[config.mk]
export PLATFORM = sky130hd
export DESIGN_NAME = decode_ctrl_stage_flat
export DESIGN_NICKNAME = d
export VERILOG_FILES = /design/src/rtl/decode_ctrl_stage_if.sv /design/src/rtl/decode_ctrl_stage.sv /design/src/flat_wrapper.sv
export SDC_FILE = /design/constraint.sdc
export NUM_CORES = 1
export LEC_CHECK = 0
export CORE_UTILIZATION = 48
export CTS_BUF_LIST = sky130_fd_sc_hd__clkbuf_4 sky130_fd_sc_hd__clkbuf_8 sky130_fd_sc_hd__clkbuf_16
export DETAILED_ROUTE_END_ITERATION = 6
export PLACE_DENSITY_LB_ADDON = 0.05
export SYNTH_ARGS = -nofsm -noshare
export SYNTH_HDL_FRONTEND = slang
export SYNTH_SLANG_ARGS = --single-unit
export TNS_END_PERCENT = 1
[constraint.sdc]
create_clock -name clk -period 4.5 [get_ports clk]
set_clock_uncertainty 0.1 [all_clocks]
set_input_delay 0.675 -clock clk [delete_from_list [all_inputs] [get_ports clk]]
set_output_delay 0.675 -clock clk [all_outputs]
set_load 0.02 [all_outputs]
[src/rtl/decode_ctrl_stage_if.sv]
// Fetch-side and execute-side handshake bundle for decode_ctrl_stage.
// slave = decode stage view, master = driver/observer view.
interface decode_ctrl_stage_if #(
    parameter int XLEN = 32
);
    logic            if_valid;
    logic [31:0]     if_instr;
    logic [XLEN-1:0] if_pc;
    logic            id_ready;
    logic            flush;
    logic            ex_ready;
    logic            ex_valid;
    logic [XLEN-1:0] ex_pc;
    logic [4:0]      ex_rs1;
    logic [4:0]      ex_rs2;
    logic [4:0]      ex_rd;
    logic [2:0]      ex_funct3;
    logic            ex_regWrite;
    logic            ex_memToReg;
    logic            ex_store;
    logic            ex_branch;
    logic            ex_jump;
    logic            ex_opB;
    logic            ex_illegal;
    logic [1:0]      ex_opA;
    logic [2:0]      ex_immSel;
    logic [1:0]      ex_nextPc;
    logic [3:0]      ex_aluSel;
    logic [XLEN-1:0] ex_imm;

    modport slave (
        input  if_valid, if_instr, if_pc, flush, ex_ready,
        output id_ready, ex_valid, ex_pc, ex_rs1, ex_rs2, ex_rd,
        output ex_funct3, ex_regWrite, ex_memToReg, ex_store,
        output ex_branch, ex_jump, ex_opB, ex_illegal, ex_opA,
        output ex_immSel, ex_nextPc, ex_aluSel, ex_imm
    );

    modport master (
        output if_valid, if_instr, if_pc, flush, ex_ready,
        input  id_ready, ex_valid, ex_pc, ex_rs1, ex_rs2, ex_rd,
        input  ex_funct3, ex_regWrite, ex_memToReg, ex_store,
        input  ex_branch, ex_jump, ex_opB, ex_illegal, ex_opA,
        input  ex_immSel, ex_nextPc, ex_aluSel, ex_imm
    );
endinterface

[src/rtl/decode_ctrl_stage.sv]
// RV32I/RV64I decode stage: opcode classify, control + immediate, ID/EX reg.
// Ports: clk, rst_n, bus (slave: if_* in, id_ready out, ex_* out), stall_count.
module decode_ctrl_stage #(
    parameter int XLEN        = 32,
    parameter int LOAD_USE_EN = 1,
    parameter int CNT_W       = 16
) (
    input  logic                 clk,
    input  logic                 rst_n,
    decode_ctrl_stage_if.slave   bus,
    output logic [CNT_W-1:0]     stall_count
);

    typedef struct packed {
        logic            valid;
        logic [XLEN-1:0] pc;
        logic [4:0]      rs1;
        logic [4:0]      rs2;
        logic [4:0]      rd;
        logic [2:0]      funct3;
        logic            regWrite;
        logic            memToReg;
        logic            store;
        logic            branch;
        logic            jump;
        logic            opB;
        logic            illegal;
        logic [1:0]      opA;
        logic [2:0]      immSel;
        logic [1:0]      nextPc;
        logic [3:0]      aluSel;
        logic [XLEN-1:0] imm;
    } bundle_t;

    localparam logic [6:0] OP_R   = 7'b0110011;
    localparam logic [6:0] OP_I   = 7'b0010011;
    localparam logic [6:0] OP_L   = 7'b0000011;
    localparam logic [6:0] OP_S   = 7'b0100011;
    localparam logic [6:0] OP_B   = 7'b1100011;
    localparam logic [6:0] OP_J   = 7'b1101111;
    localparam logic [6:0] OP_JR  = 7'b1100111;
    localparam logic [6:0] OP_LUI = 7'b0110111;
    localparam logic [6:0] OP_AUI = 7'b0010111;

    logic [31:0] ins;
    logic [6:0]  opc;
    logic [2:0]  f3;
    logic        is_r, is_i, is_l, is_s, is_b;
    logic        is_j, is_jr, is_lui, is_aui;
    logic        uses_rs1, uses_rs2;
    logic [31:0] imm32;
    bundle_t     d;
    bundle_t     q;
    logic        adv;
    logic        hazard;

    assign ins    = bus.if_instr;
    assign opc    = ins[6:0];
    assign f3     = ins[14:12];
    assign is_r   = (opc == OP_R);
    assign is_i   = (opc == OP_I);
    assign is_l   = (opc == OP_L);
    assign is_s   = (opc == OP_S);
    assign is_b   = (opc == OP_B);
    assign is_j   = (opc == OP_J);
    assign is_jr  = (opc == OP_JR);
    assign is_lui = (opc == OP_LUI);
    assign is_aui = (opc == OP_AUI);

    assign uses_rs1 = is_r | is_i | is_l | is_s | is_b | is_jr;
    assign uses_rs2 = is_r | is_s | is_b;

    always_comb begin
        d        = '0;
        d.valid  = 1'b1;
        d.pc     = bus.if_pc;
        d.rs1    = ins[19:15];
        d.rs2    = ins[24:20];
        d.rd     = ins[11:7];
        d.funct3 = f3;
        unique case (1'b1)
            is_r: begin
                d.regWrite = 1'b1;
                d.aluSel   = {ins[30], f3};
            end
            is_i: begin
                d.regWrite = 1'b1;
                d.opB      = 1'b1;
                d.aluSel   = {ins[30] & (f3 == 3'b101), f3};
            end
            is_l: begin
                d.regWrite = 1'b1;
                d.memToReg = 1'b1;
                d.opB      = 1'b1;
            end
            is_s: begin
                d.store  = 1'b1;
                d.opB    = 1'b1;
                d.immSel = 3'b001;
            end
            is_b: begin
                d.branch = 1'b1;
                d.opA    = 2'b01;
                d.immSel = 3'b010;
                d.nextPc = 2'b01;
            end
            is_j: begin
                d.regWrite = 1'b1;
                d.jump     = 1'b1;
                d.opB      = 1'b1;
                d.opA      = 2'b01;
                d.immSel   = 3'b100;
                d.nextPc   = 2'b10;
            end
            is_jr: begin
                d.regWrite = 1'b1;
                d.jump     = 1'b1;
                d.opB      = 1'b1;
                d.nextPc   = 2'b11;
            end
            is_lui: begin
                d.regWrite = 1'b1;
                d.opB      = 1'b1;
                d.opA      = 2'b10;
                d.immSel   = 3'b011;
            end
            is_aui: begin
                d.regWrite = 1'b1;
                d.opB      = 1'b1;
                d.opA      = 2'b01;
                d.immSel   = 3'b011;
            end
            default: d.illegal = 1'b1;
        endcase

        imm32 = '0;
        unique case (d.immSel)
            3'b001:  imm32 = {{20{ins[31]}}, ins[31:25], ins[11:7]};
            3'b010:  imm32 = {{19{ins[31]}}, ins[31], ins[7],
                              ins[30:25], ins[11:8], 1'b0};
            3'b011:  imm32 = {ins[31:12], 12'b0};
            3'b100:  imm32 = {{11{ins[31]}}, ins[31], ins[19:12],
                              ins[20], ins[30:21], 1'b0};
            default: imm32 = {{20{ins[31]}}, ins[31:20]};
        endcase
        // Every format is already sign-extended to 32 bits; widen by sign.
        if (!d.illegal)
            d.imm = XLEN'($signed(imm32));
    end

    assign adv = !q.valid | bus.ex_ready;

    assign hazard = (LOAD_USE_EN != 0) & q.valid & q.memToReg &
                    (q.rd != 5'd0) &
                    (((q.rd == ins[19:15]) & uses_rs1) |
                     ((q.rd == ins[24:20]) & uses_rs2));

    assign bus.id_ready = adv & !hazard;

    always_ff @(posedge clk or negedge rst_n) begin
        if (!rst_n) begin
            q           <= '0;
            stall_count <= '0;
        end else if (bus.flush) begin
            q <= '0;
        end else if (adv) begin
            if (bus.if_valid & !hazard)
                q <= d;
            else
                q <= '0;
            if (bus.if_valid & hazard & !(&stall_count))
                stall_count <= stall_count + CNT_W'(1);
        end
    end

    assign bus.ex_valid    = q.valid;
    assign bus.ex_pc       = q.pc;
    assign bus.ex_rs1      = q.rs1;
    assign bus.ex_rs2      = q.rs2;
    assign bus.ex_rd       = q.rd;
    assign bus.ex_funct3   = q.funct3;
    assign bus.ex_regWrite = q.regWrite;
    assign bus.ex_memToReg = q.memToReg;
    assign bus.ex_store    = q.store;
    assign bus.ex_branch   = q.branch;
    assign bus.ex_jump     = q.jump;
    assign bus.ex_opB      = q.opB;
    assign bus.ex_illegal  = q.illegal;
    assign bus.ex_opA      = q.opA;
    assign bus.ex_immSel   = q.immSel;
    assign bus.ex_nextPc   = q.nextPc;
    assign bus.ex_aluSel   = q.aluSel;
    assign bus.ex_imm      = q.imm;

endmodule
[src/flat_wrapper.sv]
// flat-port wrapper written by rule: the top's interface ports become plain ports
module decode_ctrl_stage_flat 
#(
    parameter int XLEN        = 32,
    parameter int LOAD_USE_EN = 1,
    parameter int CNT_W       = 16
)
  (clk, rst_n, stall_count, bus_if_valid, bus_if_instr, bus_if_pc, bus_flush, bus_ex_ready, bus_id_ready, bus_ex_valid, bus_ex_pc, bus_ex_rs1, bus_ex_rs2, bus_ex_rd, bus_ex_funct3, bus_ex_regWrite, bus_ex_memToReg, bus_ex_store, bus_ex_branch, bus_ex_jump, bus_ex_opB, bus_ex_illegal, bus_ex_opA, bus_ex_immSel, bus_ex_nextPc, bus_ex_aluSel, bus_ex_imm);
  decode_ctrl_stage_if #(.XLEN(XLEN)) bus_i ();
  input  logic clk;
  input  logic rst_n;
  output logic [CNT_W-1:0] stall_count;
  input wire logic [$bits(bus_i.if_valid)-1:0] bus_if_valid;
  input wire logic [$bits(bus_i.if_instr)-1:0] bus_if_instr;
  input wire logic [$bits(bus_i.if_pc)-1:0] bus_if_pc;
  input wire logic [$bits(bus_i.flush)-1:0] bus_flush;
  input wire logic [$bits(bus_i.ex_ready)-1:0] bus_ex_ready;
  output wire logic [$bits(bus_i.id_ready)-1:0] bus_id_ready;
  output wire logic [$bits(bus_i.ex_valid)-1:0] bus_ex_valid;
  output wire logic [$bits(bus_i.ex_pc)-1:0] bus_ex_pc;
  output wire logic [$bits(bus_i.ex_rs1)-1:0] bus_ex_rs1;
  output wire logic [$bits(bus_i.ex_rs2)-1:0] bus_ex_rs2;
  output wire logic [$bits(bus_i.ex_rd)-1:0] bus_ex_rd;
  output wire logic [$bits(bus_i.ex_funct3)-1:0] bus_ex_funct3;
  output wire logic [$bits(bus_i.ex_regWrite)-1:0] bus_ex_regWrite;
  output wire logic [$bits(bus_i.ex_memToReg)-1:0] bus_ex_memToReg;
  output wire logic [$bits(bus_i.ex_store)-1:0] bus_ex_store;
  output wire logic [$bits(bus_i.ex_branch)-1:0] bus_ex_branch;
  output wire logic [$bits(bus_i.ex_jump)-1:0] bus_ex_jump;
  output wire logic [$bits(bus_i.ex_opB)-1:0] bus_ex_opB;
  output wire logic [$bits(bus_i.ex_illegal)-1:0] bus_ex_illegal;
  output wire logic [$bits(bus_i.ex_opA)-1:0] bus_ex_opA;
  output wire logic [$bits(bus_i.ex_immSel)-1:0] bus_ex_immSel;
  output wire logic [$bits(bus_i.ex_nextPc)-1:0] bus_ex_nextPc;
  output wire logic [$bits(bus_i.ex_aluSel)-1:0] bus_ex_aluSel;
  output wire logic [$bits(bus_i.ex_imm)-1:0] bus_ex_imm;
  assign bus_i.if_valid = bus_if_valid;
  assign bus_i.if_instr = bus_if_instr;
  assign bus_i.if_pc = bus_if_pc;
  assign bus_i.flush = bus_flush;
  assign bus_i.ex_ready = bus_ex_ready;
  assign bus_id_ready = bus_i.id_ready;
  assign bus_ex_valid = bus_i.ex_valid;
  assign bus_ex_pc = bus_i.ex_pc;
  assign bus_ex_rs1 = bus_i.ex_rs1;
  assign bus_ex_rs2 = bus_i.ex_rs2;
  assign bus_ex_rd = bus_i.ex_rd;
  assign bus_ex_funct3 = bus_i.ex_funct3;
  assign bus_ex_regWrite = bus_i.ex_regWrite;
  assign bus_ex_memToReg = bus_i.ex_memToReg;
  assign bus_ex_store = bus_i.ex_store;
  assign bus_ex_branch = bus_i.ex_branch;
  assign bus_ex_jump = bus_i.ex_jump;
  assign bus_ex_opB = bus_i.ex_opB;
  assign bus_ex_illegal = bus_i.ex_illegal;
  assign bus_ex_opA = bus_i.ex_opA;
  assign bus_ex_immSel = bus_i.ex_immSel;
  assign bus_ex_nextPc = bus_i.ex_nextPc;
  assign bus_ex_aluSel = bus_i.ex_aluSel;
  assign bus_ex_imm = bus_i.ex_imm;
  decode_ctrl_stage #(.XLEN(XLEN), .LOAD_USE_EN(LOAD_USE_EN), .CNT_W(CNT_W)) u_core (.clk(clk), .rst_n(rst_n), .bus(bus_i), .stall_count(stall_count));
endmodule
==> flow_summary_export.csv <==
group,metric,value,unit
clock_tree,cts-root-buf,"clkbuf_8",
worst_setup_path,critPathKind,"in2out",
clock_tree,clk_pin_slew,0.06,ns
clock_tree,cts_buffer_depth,2,
timing,final.setup.worst_slack,0.691,ns
grt,grt_pass1_vias,4380,
floorplan,die_x,105,um
clock_tree,cts-resized-gates,0,
floorplan,pin_count,187,
route,ant_nets,0,
min_path,min_path_type,"in2async",
pwr,ir_worst_vdd,0.000223,V
grt,antenna_found_initial,0,
final_layout,regArea,2930,um^2
floorplan,start_util,49.4,%
worst_setup_path,reg2reg_to,"u_core.bus.ex_memToReg$_DFFE_PN0P_",
placement,place_ws,0.692,ns
final_layout,final_cell_mix,"185 x clkdlybuf4s50_1, 117 x dfrtp_1, 55 x nand2_1",
floorplan,core_area,10300,um^2
grt,grt_usage,27.2,%
final_layout,fillers,718,
timing,worst_slew_pin_slew,1.05,ns
timing,finalCritPeriodShare,84.7,%
final_layout,area_growth,50.1,%
worst_setup_path,timing.rr.start,"u_core.bus.ex_rd[0]$_DFFE_PN0P_",
final_layout,layout-drive-gt1-share,8.19,%
route,wirelength,14800,um
final_layout,antennaDiodeCount,0,
logic_synthesis,avgSynthCellArea,11.0,um^2
timing,final_hold_viol_count,0,
worst_setup_path,worstPathArrival,3.03,ns
flow_run,drv_cap,0,
pwr,total_power,2.71,mW
grt,grt_pass1_wl,23400,um
placement,portBuffers,186,
route,vias_per_cell,5.81,
floorplan,std_cell_rows,37,
logic_synthesis,yosys_warnings,0,
placement,dp.cells,763,
worst_setup_path,ff2ff_path_depth,4,
timing,setup_violations,0,
worst_setup_path,critPathCaptureType,"output pin",
pwr,powerDensity,354,nW/um^2
placement,hpwlAfterDp,9910,um
clock_tree,post-cts-setup-buffer-count,0,
clock_tree,cts.sinks,117,
route,dr.pass1.iters,5,
logic_synthesis,ys_ff_latch,117,
logic_synthesis,syn_nets,535,
floorplan,die_y,105,um
placement,gp_congestion,0.894,
logic_synthesis,synth_cell_type_count,51,
timing,rsz0062_at_grt,"false",
worst_setup_path,r2r_slack,1.45,ns
grt,grt_max_degree,87,
timing,fin_tns_setup,0,ns
status,status,"completed",
worst_setup_path,path_max_fanout,8,
worst_setup_path,start_kind,"primary input",
logic_synthesis,synth_ff_type,"dfrtp_1",
final_layout,stdcell_count,795,
clock_tree,ctsHoldBuffers,0,
route,drc_errors,0,
timing,relSlewSlack,30.3,%
logic_synthesis,synth_area,5100,um^2
logic_synthesis,synth_edf_count,0,
logic_synthesis,synth_cells,465,
timing,fmaxAchievable,263,MHz
timing,drv_slew,0,
clock_tree,cts_buffers,17,
route,num_vias,4621,
floorplan,fp.dieArea,11000,um^2
route,drt_iter0_drc,382,
grt,grt-ovfl-total,0,
final_layout,multi_input_comb_area,1990,um^2
clock_tree,cts_tree,"built",
route,wl_per_cell,18.6,um
clock_tree,h-tree-depth,4,
timing,fin_crit,3.81,ns
logic_synthesis,synthArstFlopShare,100,%
final_layout,final_common_cell,"clkdlybuf4s50_1",
clock_tree,clk_latency,0.50,ns
timing,holdWs,0.0740,ns
logic_synthesis,seq_area_frac_synth,57.4,%
pwr,leakage,3.34,nW
worst_setup_path,crit_required,3.72,ns
final_layout,final_nets,716,
==> sequential cells by signal (all words and copies together), names as in the netlist <==
register                flops
u_core.bus.ex_imm          32
u_core.bus.ex_pc           32
u_core.stall_count         16
u_core.bus.ex_rd            5
u_core.bus.ex_rs1           5
u_core.bus.ex_rs2           5
u_core.bus.ex_aluSel        4
u_core.bus.ex_funct3        3
u_core.bus.ex_immSel        3
u_core.bus.ex_nextPc        2
u_core.bus.ex_opA           2
u_core.bus.ex_branch        1
u_core.bus.ex_illegal       1
u_core.bus.ex_jump          1
u_core.bus.ex_memToReg      1
u_core.bus.ex_opB           1
u_core.bus.ex_regWrite      1
u_core.bus.ex_store         1
u_core.bus.ex_valid         1
==> worst max-delay path, cell delays in order <==
cell and delay (ns):
clkdlybuf4s50_1 0.63, a21bo_1 0.24, or4_4 0.53, o22a_1 0.23
o21a_1 0.19, clkdlybuf4s50_1 0.53
==> synthesized netlist by cell type (9+ instances only) <==
cell type / instances / share of area, %
nor3_1: 12 / 1.2
nand3_1: 16 / 1.6
o31ai_1: 26 / 3.8
a22o_1: 52 / 8.9
clkbuf_1: 18 / 1.3
a21oi_1: 15 / 1.5
inv_1: 9 / 0.66
dfrtp_1: 117 / 57
nand2_1: 55 / 4.0
nor2_1: 22 / 1.6
o21ai_0: 24 / 2.4
xnor2_1: 10 / 1.7
xor2_1: 14 / 2.4
==> cell families (layout without fill, tap and decap cells) <==
family,Yosys count,count (layout),share of synthesized area [%]
mux,1,1,0.221
flops,117,117,57.4
compound gates,141,141,20.5
buf+inv,42,236,4.22
fa+ha+maj,1,1,0.245
simple gates,138,138,13.0
xor+xnor,25,25,4.44
==> power breakdown <==
group | leakage, nW | switching (mW) | internal [mW] | total (mW)
Sequential | 1.61 | 0.0169 | 1.08 | 1.09
Clock | 0.292 | 0.478 | 0.870 | 1.35
Combinational | 1.44 | 0.139 | 0.130 | 0.269
Total | 3.34 | 0.634 | 2.08 | 2.71
==> how the worst max path moves through the flow <==
stage | startpoint | endpoint | slack (ns) | cells past startpoint
after CTS | bus_if_instr[5] | bus_id_ready | 0.70 | 6
final | bus_if_instr[5] | bus_id_ready | 0.69 | 6
after global placement | bus_if_instr[5] | bus_id_ready | 0.73 | 6
after detailed placement | bus_if_instr[5] | bus_id_ready | 0.69 | 6
after floorplan | bus_if_instr[5] | bus_id_ready | 1.49 | 7
after global routing | bus_if_instr[4] | bus_id_ready | 0.63 | 6
==> per-stage QoR <==
stage	util (%)	cell area, um^2
6_report	74.2	7660
5_1_grt	74.2	7660
4_1_cts	74.2	7660
3_5_place_dp	68.4	7060
3_3_place_gp	68.4	7060
2_1_floorplan	-	5100
==> final cells by class <==
cell class	instances	share of cell area, %
clock buffer	20	5.78
clock inverter	12	2.03
inverter	9	0.441
multi-input combinational	306	26.0
sequential	117	38.2
tap	136	2.22
timing repair buffer	195	25.3
==> metal layers <==
layer | up-vias | GRT usage [%] | share of wire, %
li1 | 2065 | - | -
met1 | 2296 | 37.4 | 43
met2 | 235 | 41.7 | 47
met3 | 25 | 7.24 | 7.6
met4 | 0 | 9.56 | 1.9
met5 | - | 0 | 0
(Power assumes the default switching activity.)
